--- config.mk ---
export PLATFORM = sky130hd
export DESIGN_NAME = uart_tx_responder
export DESIGN_NICKNAME = d
export VERILOG_FILES = /design/src/rtl/uart_tx_responder.sv
export SDC_FILE = /design/constraint.sdc
export NUM_CORES = 1
export LEC_CHECK = 0
export ABC_AREA = 1
export CAP_MARGIN = 20
export CORE_MARGIN = 2
export CORE_UTILIZATION = 40
export DETAILED_ROUTE_END_ITERATION = 16
export PLACE_DENSITY = 0.72
export SLEW_MARGIN = 30
export SYNTH_ARGS = -nofsm -noshare
export SYNTH_HDL_FRONTEND = slang
export SYNTH_SLANG_ARGS = --single-unit
--- constraint.sdc ---
create_clock -name clk_i -period 6.1 [get_ports clk_i]
set_input_delay 0.915 -clock clk_i [delete_from_list [all_inputs] [get_ports clk_i]]
set_output_delay 0.915 -clock clk_i [all_outputs]
set_load 0.02 [all_outputs]
--- src/rtl/uart_tx_responder.sv ---
// uart_tx_responder
//   Memory-mapped UART transmitter sitting on the CPU data bus beside the RAM.
//   The CPU pushes bytes into a TX FIFO; an FSM serialises them LSB first on
//   tx_o. Frames are 8N1, or 8E1 when UART_TX_PARITY_EN is defined.
//
//   Register map (addr_i[3:2]):
//     00 DATA   W: push wdata_i[7:0]            R: 0
//     01 STATUS R: [0] busy [1] full [2] empty [3] overflow (sticky, read clears)
//                  [7:4] count (saturating) [8] parity build   W: ignored
//     10 BAUD   R/W [15:0] clk cycles per bit (0 behaves as 1)
//     11 -      R: 0                            W: ignored
//
// Ports
//   clk_i     clock, all logic on posedge
//   resetn_i  asynchronous active-low reset
//   sel_i     address-decode select; access ignored when 0
//   addr_i    byte address; [3:2] select the register
//   rstrb_i   read strobe
//   wstrb_i   write strobe
//   wdata_i   write data
//   wsize_i   access size; irrelevant here since every register uses fixed bits
//   rdata_o   registered read data, updated on a selected read, held otherwise
//   tx_o      serial line, idle high
`timescale 1ns/1ps
module uart_tx_responder #(
   parameter int FIFO_DEPTH      = 8,
   parameter int CLK_DIV_DEFAULT = 16
) (
   input  logic        clk_i,
   input  logic        resetn_i,
   input  logic        sel_i,
   input  logic [13:0] addr_i,
   input  logic        rstrb_i,
   input  logic        wstrb_i,
   input  logic [31:0] wdata_i,
   input  logic [1:0]  wsize_i,
   output logic [31:0] rdata_o,
   output logic        tx_o
);
   localparam int AW = $clog2(FIFO_DEPTH);
   localparam int CW = AW + 1;

   typedef enum logic [2:0] {S_IDLE, S_START, S_DATA, S_PARITY, S_STOP} state_e;

`ifdef UART_TX_PARITY_EN
   localparam logic PAR_EN = 1'b1;
`else
   localparam logic PAR_EN = 1'b0;
`endif

   // ---------------- bus decode ----------------
   logic [1:0] reg_sel;
   logic       wr_en, rd_en, push_req, push, pop;
   logic       unused_ok;

   assign reg_sel   = addr_i[3:2];
   assign wr_en     = sel_i & wstrb_i;
   assign rd_en     = sel_i & rstrb_i;
   assign push_req  = wr_en & (reg_sel == 2'b00);
   assign unused_ok = ^{wsize_i, addr_i[13:4], addr_i[1:0], wdata_i[31:16]};

   // ---------------- TX FIFO ----------------
   logic [7:0]    mem_q [FIFO_DEPTH];
   logic [AW-1:0] wr_ptr_q, rd_ptr_q;
   logic [CW-1:0] count_q;
   logic          full, empty;

   assign full  = (count_q == CW'(FIFO_DEPTH));
   assign empty = (count_q == '0);
   assign push  = push_req & ~full;

   always_ff @(posedge clk_i or negedge resetn_i) begin
      if (!resetn_i) begin
         wr_ptr_q <= '0;
         rd_ptr_q <= '0;
         count_q  <= '0;
      end else begin
         if (push) wr_ptr_q <= wr_ptr_q + 1'b1;
         if (pop)  rd_ptr_q <= rd_ptr_q + 1'b1;
         case ({push, pop})
            2'b10:   count_q <= count_q + 1'b1;
            2'b01:   count_q <= count_q - 1'b1;
            default: count_q <= count_q;
         endcase
      end
   end

   // Storage needs no reset: the pointers define which entries are valid.
   always_ff @(posedge clk_i) begin
      if (push) mem_q[wr_ptr_q] <= wdata_i[7:0];
   end

   // ---------------- control registers ----------------
   logic [15:0] baud_q;
   logic        ovf_q;

   always_ff @(posedge clk_i or negedge resetn_i) begin
      if (!resetn_i) begin
         baud_q <= 16'(CLK_DIV_DEFAULT);
         ovf_q  <= 1'b0;
      end else begin
         if (wr_en && reg_sel == 2'b10) baud_q <= wdata_i[15:0];
         // A drop on the same edge as a STATUS read must not be lost.
         if (push_req && full)                ovf_q <= 1'b1;
         else if (rd_en && reg_sel == 2'b01)  ovf_q <= 1'b0;
      end
   end

   // ---------------- serialiser FSM ----------------
   state_e      state_q, state_d;
   logic [15:0] cnt_q, cnt_d, div_q, div_d, baud_eff;
   logic [7:0]  shift_q, shift_d;
   logic [2:0]  idx_q, idx_d;
   logic        par_q, par_d, load;

   assign baud_eff = (baud_q == 16'd0) ? 16'd1 : baud_q;

   always_ff @(posedge clk_i or negedge resetn_i) begin
      if (!resetn_i) begin
         state_q <= S_IDLE;
         cnt_q   <= '0;
         div_q   <= 16'd1;
         shift_q <= '0;
         idx_q   <= '0;
         par_q   <= 1'b0;
      end else begin
         state_q <= state_d;
         cnt_q   <= cnt_d;
         div_q   <= div_d;
         shift_q <= shift_d;
         idx_q   <= idx_d;
         par_q   <= par_d;
      end
   end

   always_comb begin
      state_d = state_q;
      cnt_d   = cnt_q;
      div_d   = div_q;
      shift_d = shift_q;
      idx_d   = idx_q;
      par_d   = par_q;
      load    = 1'b0;
      case (state_q)
         S_IDLE:  load = ~empty;
         S_START: begin
            if (cnt_q == 16'd0) begin
               state_d = S_DATA;
               cnt_d   = div_q - 16'd1;
               idx_d   = 3'd0;
            end else cnt_d = cnt_q - 16'd1;
         end
         S_DATA: begin
            if (cnt_q == 16'd0) begin
               cnt_d = div_q - 16'd1;
               if (idx_q == 3'd7) begin
`ifdef UART_TX_PARITY_EN
                  state_d = S_PARITY;
`else
                  state_d = S_STOP;
`endif
               end else begin
                  shift_d = shift_q >> 1;
                  idx_d   = idx_q + 3'd1;
               end
            end else cnt_d = cnt_q - 16'd1;
         end
         S_PARITY: begin
            if (cnt_q == 16'd0) begin
               state_d = S_STOP;
               cnt_d   = div_q - 16'd1;
            end else cnt_d = cnt_q - 16'd1;
         end
         S_STOP: begin
            // Chain straight into the next START so queued frames have no gap.
            if (cnt_q == 16'd0) begin
               if (!empty) load = 1'b1;
               else        state_d = S_IDLE;
            end else cnt_d = cnt_q - 16'd1;
         end
         default: state_d = S_IDLE;
      endcase
      // BAUD is sampled only here, so mid-frame writes affect the next frame.
      if (load) begin
         state_d = S_START;
         shift_d = mem_q[rd_ptr_q];
         par_d   = ^mem_q[rd_ptr_q];
         div_d   = baud_eff;
         cnt_d   = baud_eff - 16'd1;
      end
   end

   assign pop = load;

   always_comb begin
      tx_o = 1'b1;
      case (state_q)
         S_START:  tx_o = 1'b0;
         S_DATA:   tx_o = shift_q[0];
         S_PARITY: tx_o = par_q;
         default:  tx_o = 1'b1;
      endcase
   end

   // ---------------- read path ----------------
   logic [3:0]  cnt_sat;
   logic [31:0] status, rdata_d;

   assign cnt_sat = (32'(count_q) > 32'd15) ? 4'hF : 4'(count_q);
   assign status  = {23'd0, PAR_EN, cnt_sat, ovf_q, empty, full, (state_q != S_IDLE)};

   always_comb begin
      rdata_d = 32'd0;
      case (reg_sel)
         2'b01:   rdata_d = status;
         2'b10:   rdata_d = {16'd0, baud_q};
         default: rdata_d = 32'd0;
      endcase
   end

   always_ff @(posedge clk_i or negedge resetn_i) begin
      if (!resetn_i)  rdata_o <= 32'd0;
      else if (rd_en) rdata_o <= rdata_d;
   end
endmodule

==> reports/metrics.csv <==
stage,metric,value,unit
setup_path,Worst EP arrival,3740,ps
global_routing,largest net degree at the start of global routing,71,
clocking,Clock Sinks,154,
setup_path,Crit path top cell by count,ha_1,
timing,Fmax,296,MHz
timing,Final Setup Violations,0,
setup_path,Worst setup EP type,register,
synthesis,Netlist cell types,46,
setup_path,Worst Reg-to-Reg Cells,14,
synthesis,register bit count reported by yosys,154,
synthesis,Synth top area share,26.1,%
synthesis,Synth Flop Type,dfrtp_1,
clocking,# resized after CTS,0,
setup_path,Crit-path slowest cell,nand2_4,
synthesis,most frequent cell after synthesis,nand2_1,
hold_path,hold crit path type,primary input to asynchronous set/reset pin,
outcome,status,completed,
timing,Final Skew,12.1,ps
synthesis,"Seq/Total Area, Yosys",49.5,%
floorplan,die area,22300,sq um
finish,nets,1134,
clocking,Max Root-Sink Buffers,2,
setup_path,RR Endpoint,cnt_sat[2],
clocking,Post-CTS Setup Bufs,0,
pwr,Net Sw Frac,31.0,%
detailed_routing,DR WL/cell,14.3,um
pwr,Logic pwr share,17.4,%
placed_design,Port Buffers,39,
timing,post-route setup TNS,0,ps
synthesis,mean area per synthesized cell,8.12,sq um
clocking,H-tree depth,4,
pwr,Psw,868,uW
setup_path,slowest cell delay on critical path,520,ps
detailed_routing,final WL,19.4,mm
floorplan,Die Width,149,um
detailed_routing,DR vias,6760,
detailed_routing,DRT iter0 DRCs,643,
timing,measured slew at the worst slew-check pin,875,ps
timing,Slew HR,41.5,%
placed_design,detailed placement HPWL,13.4,mm
setup_path,"CP delay by family, top",simple AND/OR/NAND/NOR gates,
synthesis,Synth warnings,0,
setup_path,crit start category,register,
synthesis,Post-synth ARST share,58.4,%
timing,WHS,397,ps
pwr,Reg power frac,46.7,%
setup_path,R2R Setup Slk,2720,ps
global_routing,number of global-route vias before repair,6332,
run,Max-Cap Viols,0,
finish,layout cell share with drive strength beyond 1,6.94,%
synthesis,Synth area leaders,"dfrtp_1, edfxtp_1, nand2_1, inv_1, nand3_1",
placed_design,GP Congestion,0.877,
finish,diodes inserted,0,
synthesis,post-synthesis instance area,8440,sq um
timing,"Period Utilization, post-route",55.5,%
floorplan,Chip Height,149,um
floorplan,Rows,53,
synthesis,synthesized instance count,1039,
timing,Pins Over Slew Limit,0,
timing,crit path time final,3380,ps
finish,Synth-to-Final Area Change,12.6,%
global_routing,global-route wire length before repair,31.8,mm
synthesis,cell taking the most area after synthesis,dfrtp_1,
setup_path,worst setup path class,register to register,
synthesis,Post-synth EDFFs,64,
clocking,CTS tree,done,
detailed_routing,Vias/cell,4.99,
clocking,later-pin clock latency in the skew report,430,ps
pwr,power density cells,295,nW/um^2
floorplan,Initial Util,40.4,%
setup_path,crit path cell chain,inv_1 -> ha_1 -> nand3_1 -> nor2_4 -> nand2_1 -> nand2_2 -> nand2_4 -> clkinv_2 -> ha_1 -> xor2_1 -> ha_1 -> a21oi_1 -> or2_2 -> a31oi_1,
setup_path,WP buf/inv,2,
setup_path,worst-path fanout max,70,
synthesis,Synth top cells by count,"nand2_1, inv_1, nand3_1",
setup_path,critical path required time,6460,ps
timing,RSZ-0062 raised after global routing,no,
setup_path,reg2reg start,cnt_q[0],
pwr,internal power,1.93,mW
pwr,VDD IR-drop max,0.000217,V
detailed_routing,DRC errors left,0,
clocking,CTS buffer count,17,
global_routing,Tot GR Track Use,18.3,%
detailed_routing,Antenna Nets Post-Route,0,
global_routing,initial antenna violation count,0,
clocking,"Reg clk slew, reported paths",70,ps
floorplan,core area,20900,sq um
clocking,root buf cell,clkbuf_16,
floorplan,# IOs,86,
detailed_routing,router iterations before antenna repair,5,
global_routing,Overflow after GRT,0,
pwr,power share of the clock group,35.8,%
placed_design,placed cells,1323,
clocking,CTS Hold Buffers Added,0,
timing,final hold viol count,0,
finish,Layout Cells excl Fill,1355,
pwr,leakage power,4.39,nW
-- worst max-delay path by stage --
| stage | start | endpoint | slack (ps) | depth (start not counted) |
|---|---|---|---|---|
| 6_report | cnt_q[0] | cnt_sat[2] | 2720 | 14 |
| 5_1_grt | cnt_q[0] | cnt_sat[2] | 2400 | 14 |
| 4_1_cts | cnt_q[0] | cnt_sat[2] | 2710 | 14 |
| 3_5_place_dp | addr_i[2] | mem_q[6][7] | 2590 | 8 |
| 3_3_place_gp | addr_i[2] | mem_q[6][7] | 2690 | 8 |
| 2_1_floorplan | addr_i[2] | mem_q[6][0] | 3390 | 7 |
-- power by group through the flow --
stage	Sequential (mW)	Combinational [mW]	Clock [mW]
floorplan	1.32	0.333	0
global placement	1.32	0.464	0
detailed placement	1.33	0.480	0
CTS	1.31	0.485	1.01
global route	1.33	0.553	1.06
finish	1.31	0.489	1.00
-- registers in the layout (all words and copies together), names as in the netlist --
name	flops
shift_q	8
baud_q	16
cnt_q	16
state_q	3
par_q	1
wr_ptr_q	3
rd_ptr_q	3
ovf_q	1
rdata_o	16
idx_q	3
div_q	16
mem_q	64
cnt_sat	4
-- cell families (layout without fill, tap and decap cells) --
family | Yosys count | count (layout) | share of synthesized area, %
AND/OR/NAND/NOR | 531 | 531 | 26.7
buffers and inverters | 184 | 210 | 9.75
flip-flops | 154 | 154 | 49.5
AO/OA/AOI/OAI | 129 | 129 | 9.23
XOR/XNOR | 26 | 26 | 2.70
adder cells (fa/ha/maj) | 14 | 14 | 2.08
other | 1 | 16 | 0.0444
-- routing by layer --
metal / GRT usage [%] / wire length, um
met5: 0 / 0
met4: 6.52 / 371
met3: 3.03 / 1010
met2: 28.7 / 8900
met1: 25.7 / 9100
-- worst reg2reg max path, stage by stage (launching register included) --
cell and delay, ps:
dfrtp_1 320, inv_1 120, ha_1 240, nand3_1 130
nor2_4 60, nand2_1 70, nand2_2 70, nand2_4 520
clkinv_2 480, ha_1 410, xor2_1 240, ha_1 180
a21oi_1 50, or2_2 300, a31oi_1 130
-- layout by cell type (no fill, tap or decap), drive strengths merged --
cell type / instances
a21boi: 1
a21oi: 26
a31oi: 4
buf: 4
clkbuf: 17
clkdlybuf4s50: 38
clkinv: 6
clkinvlp: 1
conb: 16
dfrtp: 88
dfstp: 2
edfxtp: 64
ha: 14
inv: 144
nand2: 317
nand3: 91
nand3b: 3
nand4: 8
nor2: 94
nor3: 12
nor4: 2
o211ai: 8
o21ai: 69
o21bai: 3
o221ai: 3
o22ai: 5
o31ai: 9
o41ai: 1
or2: 4
xnor2: 10
xor2: 16
-- per-stage QoR --
stage / cell area [sq um] / setup slack, ps / total power [mW] / utilization (%)
floorplan: 8500 / 3390 / 1.65 / -
global placement: 8940 / 2690 / 1.79 / 42.8
detailed placement: 8950 / 2590 / 1.81 / 42.8
CTS: 9500 / 2710 / 2.80 / 45.5
global route: 9510 / 2400 / 2.94 / 45.5
finish: 9510 / 2720 / 2.80 / 45.5
-- layout make-up --
| class | instances | area (sq um) |
|---|---|---|
| fill | 2004 | 11400 |
| multi-input combinational | 716 | 3510 |
| tap | 275 | 344 |
| clock inverter | 15 | 133 |
| inverter | 136 | 512 |
| sequential | 154 | 4180 |
| timing repair buffer | 42 | 410 |
| clock buffer | 17 | 425 |
(Power assumes the default switching activity.)
